$ cat src/rtl/light_pkg.sv
// Shared definitions for the light-row blocks.
//   light_t        : encoding of a cell light (OFF / RED / GREEN).
//   spawn_state_t  : states of the row source FSM.
//   LFSR_TAPS      : tap mask for the 8-bit Fibonacci LFSR (taps 8,6,5,4).
//   lfsr_next()    : one left shift of that LFSR.
package light_pkg;

  typedef enum logic [1:0] {
    OFF   = 2'b00,
    RED   = 2'b01,
    GREEN = 2'b10
  } light_t;

  typedef enum logic [1:0] {
    IDLE  = 2'd0,
    GAP   = 2'd1,
    OFFER = 2'd2
  } spawn_state_t;

  // Bits 7,5,4,3 are the 1-indexed taps 8,6,5,4.
  localparam logic [7:0] LFSR_TAPS = 8'hB8;

  function automatic logic [7:0] lfsr_next(input logic [7:0] cur);
    return {cur[6:0], ^(cur & LFSR_TAPS)};
  endfunction

endpackage

$ cat src/rtl/row_light_spawner_lfsr8.sv
// lfsr8: free-running 8-bit Fibonacci LFSR, shifts left every clock.
// Ports:
//   clock  in  : rising-edge clock
//   reset  in  : asynchronous active-low reset, loads SEED
//   value  out : current LFSR state
// A zero seed would lock the register at zero, so it is replaced by 8'h01.
module lfsr8 #(
  parameter logic [7:0] SEED = 8'hA5
) (
  input  logic       clock,
  input  logic       reset,
  output logic [7:0] value
);
  import light_pkg::*;

  localparam logic [7:0] START = (SEED == 8'h00) ? 8'h01 : SEED;

  always_ff @(posedge clock or negedge reset) begin
    if (!reset) value <= START;
    else        value <= lfsr_next(value);
  end

endmodule

$ cat src/rtl/row_light_spawner.sv
// row_light_spawner: source end of a light row. Offers a red or green light
// to the edge cell, waits for the player to capture it, and scores the result.
// Ports:
//   clock         in  : rising-edge clock
//   reset         in  : asynchronous active-low reset
//   enable        in  : 1 = game running
//   edge_light    in  : state of the fed edge cell (00 off, 01 red, 10 green)
//   spawn_light   out : light offered to the edge cell (registered)
//   accepted      out : one-cycle pulse when an offer is captured
//   missed        out : one-cycle pulse when an offer times out
//   accept_count  out : saturating count of captured offers
//   miss_count    out : saturating count of missed offers
//   fsm_state     out : current FSM state (debug)
//
// Offer/capture protocol: spawn_light != 00 is the offer; it is taken on the
// first rising edge where edge_light equals the offered color exactly. Any
// other edge_light value (including the opposite color) leaves the offer up
// until the hold timer expires. A capture on the last hold cycle still counts
// as a capture.
module row_light_spawner #(
  parameter logic [7:0] SEED        = 8'hA5,
  parameter logic [7:0] RED_THRESH  = 8'd128,
  parameter int         GAP_CYCLES  = 4,
  parameter int         HOLD_CYCLES = 8
) (
  input  logic       clock,
  input  logic       reset,
  input  logic       enable,
  input  logic [1:0] edge_light,
  output logic [1:0] spawn_light,
  output logic       accepted,
  output logic       missed,
  output logic [7:0] accept_count,
  output logic [7:0] miss_count,
  output logic [1:0] fsm_state
);
  import light_pkg::*;

  localparam logic [7:0] GAP_LOAD  = 8'(GAP_CYCLES - 1);
  localparam logic [7:0] HOLD_LAST = 8'(HOLD_CYCLES - 1);

  spawn_state_t state;
  light_t       color;
  light_t       pick;
  logic [7:0]   gap_cnt;
  logic [7:0]   hold_cnt;
  logic [7:0]   lfsr_value;

  lfsr8 #(.SEED(SEED)) u_lfsr (
    .clock (clock),
    .reset (reset),
    .value (lfsr_value)
  );

  assign pick      = (lfsr_value < RED_THRESH) ? RED : GREEN;
  assign fsm_state = state;

  always_ff @(posedge clock or negedge reset) begin
    if (!reset) begin
      state        <= IDLE;
      color        <= OFF;
      gap_cnt      <= 8'd0;
      hold_cnt     <= 8'd0;
      spawn_light  <= OFF;
      accepted     <= 1'b0;
      missed       <= 1'b0;
      accept_count <= 8'd0;
      miss_count   <= 8'd0;
    end else begin
      accepted <= 1'b0;
      missed   <= 1'b0;
      if (!enable) begin
        // Pausing withdraws any offer silently: no pulse, counts untouched.
        state       <= IDLE;
        spawn_light <= OFF;
      end else begin
        case (state)
          IDLE: begin
            state   <= GAP;
            gap_cnt <= GAP_LOAD;
          end
          GAP: begin
            if (gap_cnt != 8'd0) begin
              gap_cnt <= gap_cnt - 8'd1;
            end else if (edge_light == OFF) begin
              // Only spawn into a dark edge cell; otherwise keep waiting.
              state       <= OFFER;
              color       <= pick;
              spawn_light <= pick;
              hold_cnt    <= 8'd0;
            end
          end
          OFFER: begin
            if (edge_light == color) begin
              state       <= GAP;
              gap_cnt     <= GAP_LOAD;
              spawn_light <= OFF;
              accepted    <= 1'b1;
              if (accept_count != 8'hFF) accept_count <= accept_count + 8'd1;
            end else if (hold_cnt == HOLD_LAST) begin
              state       <= GAP;
              gap_cnt     <= GAP_LOAD;
              spawn_light <= OFF;
              missed      <= 1'b1;
              if (miss_count != 8'hFF) miss_count <= miss_count + 8'd1;
            end else begin
              hold_cnt <= hold_cnt + 8'd1;
            end
          end
          default: begin
            state       <= IDLE;
            spawn_light <= OFF;
          end
        endcase
      end
    end
  end

endmodule

$ cat config.mk
export PLATFORM = sky130hd
export DESIGN_NAME = row_light_spawner
export DESIGN_NICKNAME = d
export VERILOG_FILES = /design/src/rtl/light_pkg.sv /design/src/rtl/row_light_spawner_lfsr8.sv /design/src/rtl/row_light_spawner.sv
export SDC_FILE = /design/constraint.sdc
export NUM_CORES = 1
export LEC_CHECK = 0
export CORE_MARGIN = 1.5
export CORE_UTILIZATION = 57
export DETAILED_ROUTE_END_ITERATION = 10
export GPL_ROUTABILITY_DRIVEN = 0
export GPL_TIMING_DRIVEN = 1
export HOLD_SLACK_MARGIN = 0.05
export PLACE_DENSITY = 0.81
export SYNTH_ARGS = -nofsm -noshare
export SYNTH_HDL_FRONTEND = slang
export SYNTH_SLANG_ARGS = --single-unit
$ cat constraint.sdc
create_clock -name clock -period 3.7 [get_ports clock]
set_clock_uncertainty 0.15 [all_clocks]
set_input_delay 0.74 -clock clock [delete_from_list [all_inputs] [get_ports clock]]
set_output_delay 0.74 -clock clock [all_outputs]
set_load 0.03 [all_outputs]
-- Yosys cells after proc, flatten, opt, wreduce, memory -nomap -nowiden
Index checks and enable logic that the tools add are counted.
- add/sub/neg operators: 4
- order comparisons: 1
- equality and inequality tests: 16
- muxes and demuxes: 29
- bitwise logic cells: 2
- reduce and logical (&&, ||, !) cells: 13
- operator list (cell ; count):
    8-bit two-way mux ; 7
    8-bit by 1-bit adder with 8-bit output (second input constant) ; 3
    8-bit one-hot mux with 3 select lines ; 1
    2-bit two-way mux ; 11
    8-bit inequality test (second input constant) ; 2
    8-bit one-hot mux with 2 select lines ; 1
    4-bit AND reduction ; 4
    2-bit inequality test (second input constant) ; 6
    2-bit one-hot mux with 3 select lines ; 2
    3-bit inequality test (second input constant) ; 3
    8-bit by 3-bit equality test with 1-bit output (second input constant) ; 1
    8-bit < comparator (second input constant) ; 1
    8-bit nonzero test ; 1
    8-bit parity ; 1
    8-bit by 1-bit subtractor with 8-bit output (second input constant) ; 1
    1-bit two-way mux ; 7
    6-bit AND reduction ; 1
    5-bit AND reduction ; 1
    2-bit logical NOT ; 2
    4-bit inequality test (second input constant) ; 1
    3-bit AND reduction ; 1
    3-bit nonzero test ; 1
    2-bit by 1-bit equality test with 1-bit output (second input constant) ; 1
    2-bit equality test ; 1
    3 further kinds ; 4
- register bits: 48
- output and inout bits: 22
- logic and storage cells: 75

-- Longest topological paths before layout
- depth in word-level cells: 6
- gate-level depth with buffers: 7
- gate-level depth less buffers: 7

-- Cells and area by module
A second synthesis with hierarchy kept.
- cell total of the unflattened synthesis: 214
- area, all modules: 2260.9 µm²
- by module, submodules not included (module ; instances ; cells each ; area each (µm²) ; sequential area each (µm²)):
    row_light_spawner ; 1 ; 203 ; 2029.4 ; 1001.0
    lfsr8 ; 1 ; 11 ; 231.5 ; 205.2

-- Worst setup path before layout
OpenSTA, ideal clock, no wires.
- path type: input -> register
- start point: input port enable
- end point: register accept_count[1]
- library setup time: 125 ps
- arrival time: 1806 ps
- path slack: 1619 ps
- stages: 6
- path buffers: 2
- path through: buf_4 and3b_4 buf_8 nand3_4 nor2_1 mux2_2
- word-level cells in the longest chain between the ends: 1
- ends and longest elaborated chain (what ; line ; RTL):
    from (decl) ; row_light_spawner.sv:28 ; input logic enable,
    4-bit AND reduction (no source line) ; -- ;
    to (signal assigned) ; row_light_spawner.sv:99 ; if (accept_count != 8'hFF) accept_count <= accept_count + 8'd1;
    to (decl) ; row_light_spawner.sv:33 ; output logic [7:0] accept_count,
No other way between the ends.
A chain may end at the register's enable or synchronous reset.

-- Final worst setup path
- start point: register state[0], in the netlist fsm_state[0]
- end point: output port fsm_state[0]
- RTL lines (what ; line ; RTL):
    from (decl) ; row_light_spawner.sv:42 ; spawn_state_t state;
    from (signal assigned) ; row_light_spawner.sv:60 ; state <= IDLE;
    from (signal assigned) ; row_light_spawner.sv:74 ; state <= IDLE;
    from (signal assigned) ; row_light_spawner.sv:79 ; state <= GAP;
    to (decl) ; row_light_spawner.sv:35 ; output logic [1:0] fsm_state
No word-level cell between the ends.

==> metrics.yaml <==
outcome: "finished clean"
hp-class: "reg2reg"
critPathTopFamily: "buffers and inverters"
placementRows: 23
netlist_instances: 227
htree_levels: 2
period_share_pct: 69.0
ys.flop_type: "dfrtp_1"
yosysWarnings: 0
num-fill-cells: 309
antenna_cells: 0
hold_violations: 0
cts_sinks: 48
r2r_end: "gap_cnt[6]"
place_area_um2: 2740
avgSynthCellArea_um2: 10.8
die_w_um: 68.6
die_h_um: 68.6
reg2regPathDepth: 6
cp.required_ns: 2.81
drt_wl_total_um: 4660
syn2layout_area_growth_pct: 16.0
ys_types: 56
tns_ns: 0
dp_slack_ns: 0.898
setup_viol: 0
ir_drop_v: 0.000239
ctsHoldBuffers: 0
worst_pin_slew_ns: 1.02
min_from: "u_lfsr.value[6]"
grt_pass1_wl_um: 7760
max_stage_delay_ns: 0.75
initial_utilization_pct: 60.5
regArea_um2: 1210
slew_headroom_pct: 31.9
path_cells: "clkdlybuf4s50_1"
post_cts_buffers: 0
final_cell_mix: "dfrtp_1, clkdlybuf4s50_1, nand2_1, a21oi_1, xor2_1"
grt_overflow: 0
crit_buf_inv: 1
cp_max_fo: 14
globalRouteTotalUtil_pct: 22.2
dp.final_hpwl_um: 3250
grt_start_max_net_pins: 49
slowest_stage: "clkdlybuf4s50_1"
wl_per_cell_um: 15.2
clk_path_buf_depth: 2
power_density_nw_per_um2: 435
nets: 266
route.vias.total: 1792
drive_above_1_share_pct: 12.1
synth_fp_nets: 237
ys_seq_area_share_pct: 49.1
crit_arrival_ns: 1.66
num_io_pins: 27
tritoncts: "built"
cap_violations: 0
worstSetupStartpointType: "flop"
holdPathStages: 0
min_to: "u_lfsr.value[7]"
ys_ff_latch: 48
r2r-start: "hold_cnt[0]"
async_reset_ff_share_pct: 100
cts_root_buf: "clkbuf_8"
rsz0062_at_grt: "no"
period_needed_ns: 2.55
portBuffers: 26
vias_per_cell: 5.84
fmax_ghz: 0.392
endpoint_kind: "output port"
core_area_um2: 4060
drv_slew: 0
grt_pass1_vias: 1691
synth_edf_count: 0
die_area_um2: 4710
dr.pass1.iters: 4
antenna_found_initial: 0
final_common_cell: "dfrtp_1"
worstSkewPairLatency_ns: 0.30
final_antenna_net_count: 0
crit_type: "reg2out"
multi_input_area_um2: 1160
ctsResizeCount: 0
p_leak_uw: 0.00127
worst_slack_ns: 1.15
fin_area_um2: 2850
cts_made_buffers: 5
reg2reg_setup_slack_ns: 1.50
route.detailed.drc: 0
syn_area_um2: 2460
drtIter0Drc: 129
path_clk_slew_ns: 0.09
==> cell families (layout without fill, tap and decap cells) <==
logic type      count (synthesis)  count (layout)  synth area share (%)
compound gates                 57              57                  16.1
xor+xnor                       20              20                  7.13
fa+ha+maj                       5               5                  2.55
buf+inv                        17              47                  3.62
flops                          48              48                  49.1
mux                             4               4                  1.94
simple gates                   76              76                  19.5
==> worst register-to-register path, cell delays in order (launching register included) <==
cell and delay [ns]:
dfrtp_1 0.41, ha_1 0.24, nor4b_4 0.32, a22oi_1 0.15, buf_4 0.22, o21ai_0 0.40
a41oi_1 0.17
==> per-stage QoR <==
step	cells	util, %	hold slack [ns]	total power, uW
finish	307	70.2	0.208	1240
global route	307	70.2	0.219	1310
CTS	307	70.2	0.210	1250
detailed placement	299	67.5	0.189	872
global placement	299	67.5	0.185	865
floorplan	227	-	0.183	804
==> layer usage <==
layer  wire [um]  track usage [%]  up-vias
met2        2240             37.6       22
li1            -                -      889
met1        2210             28.3      874
met3         140             3.41        7
met4          69             9.00        0
met5           0                0        -
==> how the worst max path moves through the flow <==
stage | to | cells past startpoint | from
final | fsm_state[0] | 1 | fsm_state[0]
after global routing | fsm_state[0] | 1 | fsm_state[0]
after CTS | fsm_state[0] | 1 | fsm_state[0]
after detailed placement | miss_count[1] | 5 | enable
after global placement | gap_cnt[6] | 6 | edge_light[0]
after floorplan | accept_count[1] | 6 | enable
==> synth_stat cells, types with 5 or more instances <==
cell type	number	area share, %
nand2_1	17	2.6
xnor2_1	6	2.1
nor2_1	10	1.5
dfrtp_1	44	45
o21ai_0	7	1.4
inv_1	12	1.8
nand3_1	10	2.0
a31oi_1	8	2.0
ha_1	5	2.5
nand4_1	5	1.3
and3_1	6	1.5
xor2_1	14	5.0
a21oi_1	15	3.1
==> report_power, final <==
group	internal (uW)	total, uW	switching, uW	leakage (uW)
Combinational	88.1	221	133	0.000582
Clock	200	373	173	0.0000541
Sequential	570	643	73.5	0.000638
==> registers in the layout, indices dropped and copies added (netlist names) <==
register / cells
accept_count: 8
accepted: 1
color: 2
fsm_state: 2
gap_cnt: 8
hold_cnt: 8
miss_count: 8
missed: 1
spawn_light: 2
u_lfsr.value: 8
==> layout make-up <==
cell class	count	area share (%)
well taps	50	2.20
clock inverters	3	1.49
inverters	12	1.58
flip-flops and latches	48	42.3
multi-input cells	162	40.8
repair buffers	27	9.22
clock buffers	5	2.42
Note: power is estimated with default switching activity, not from simulation.
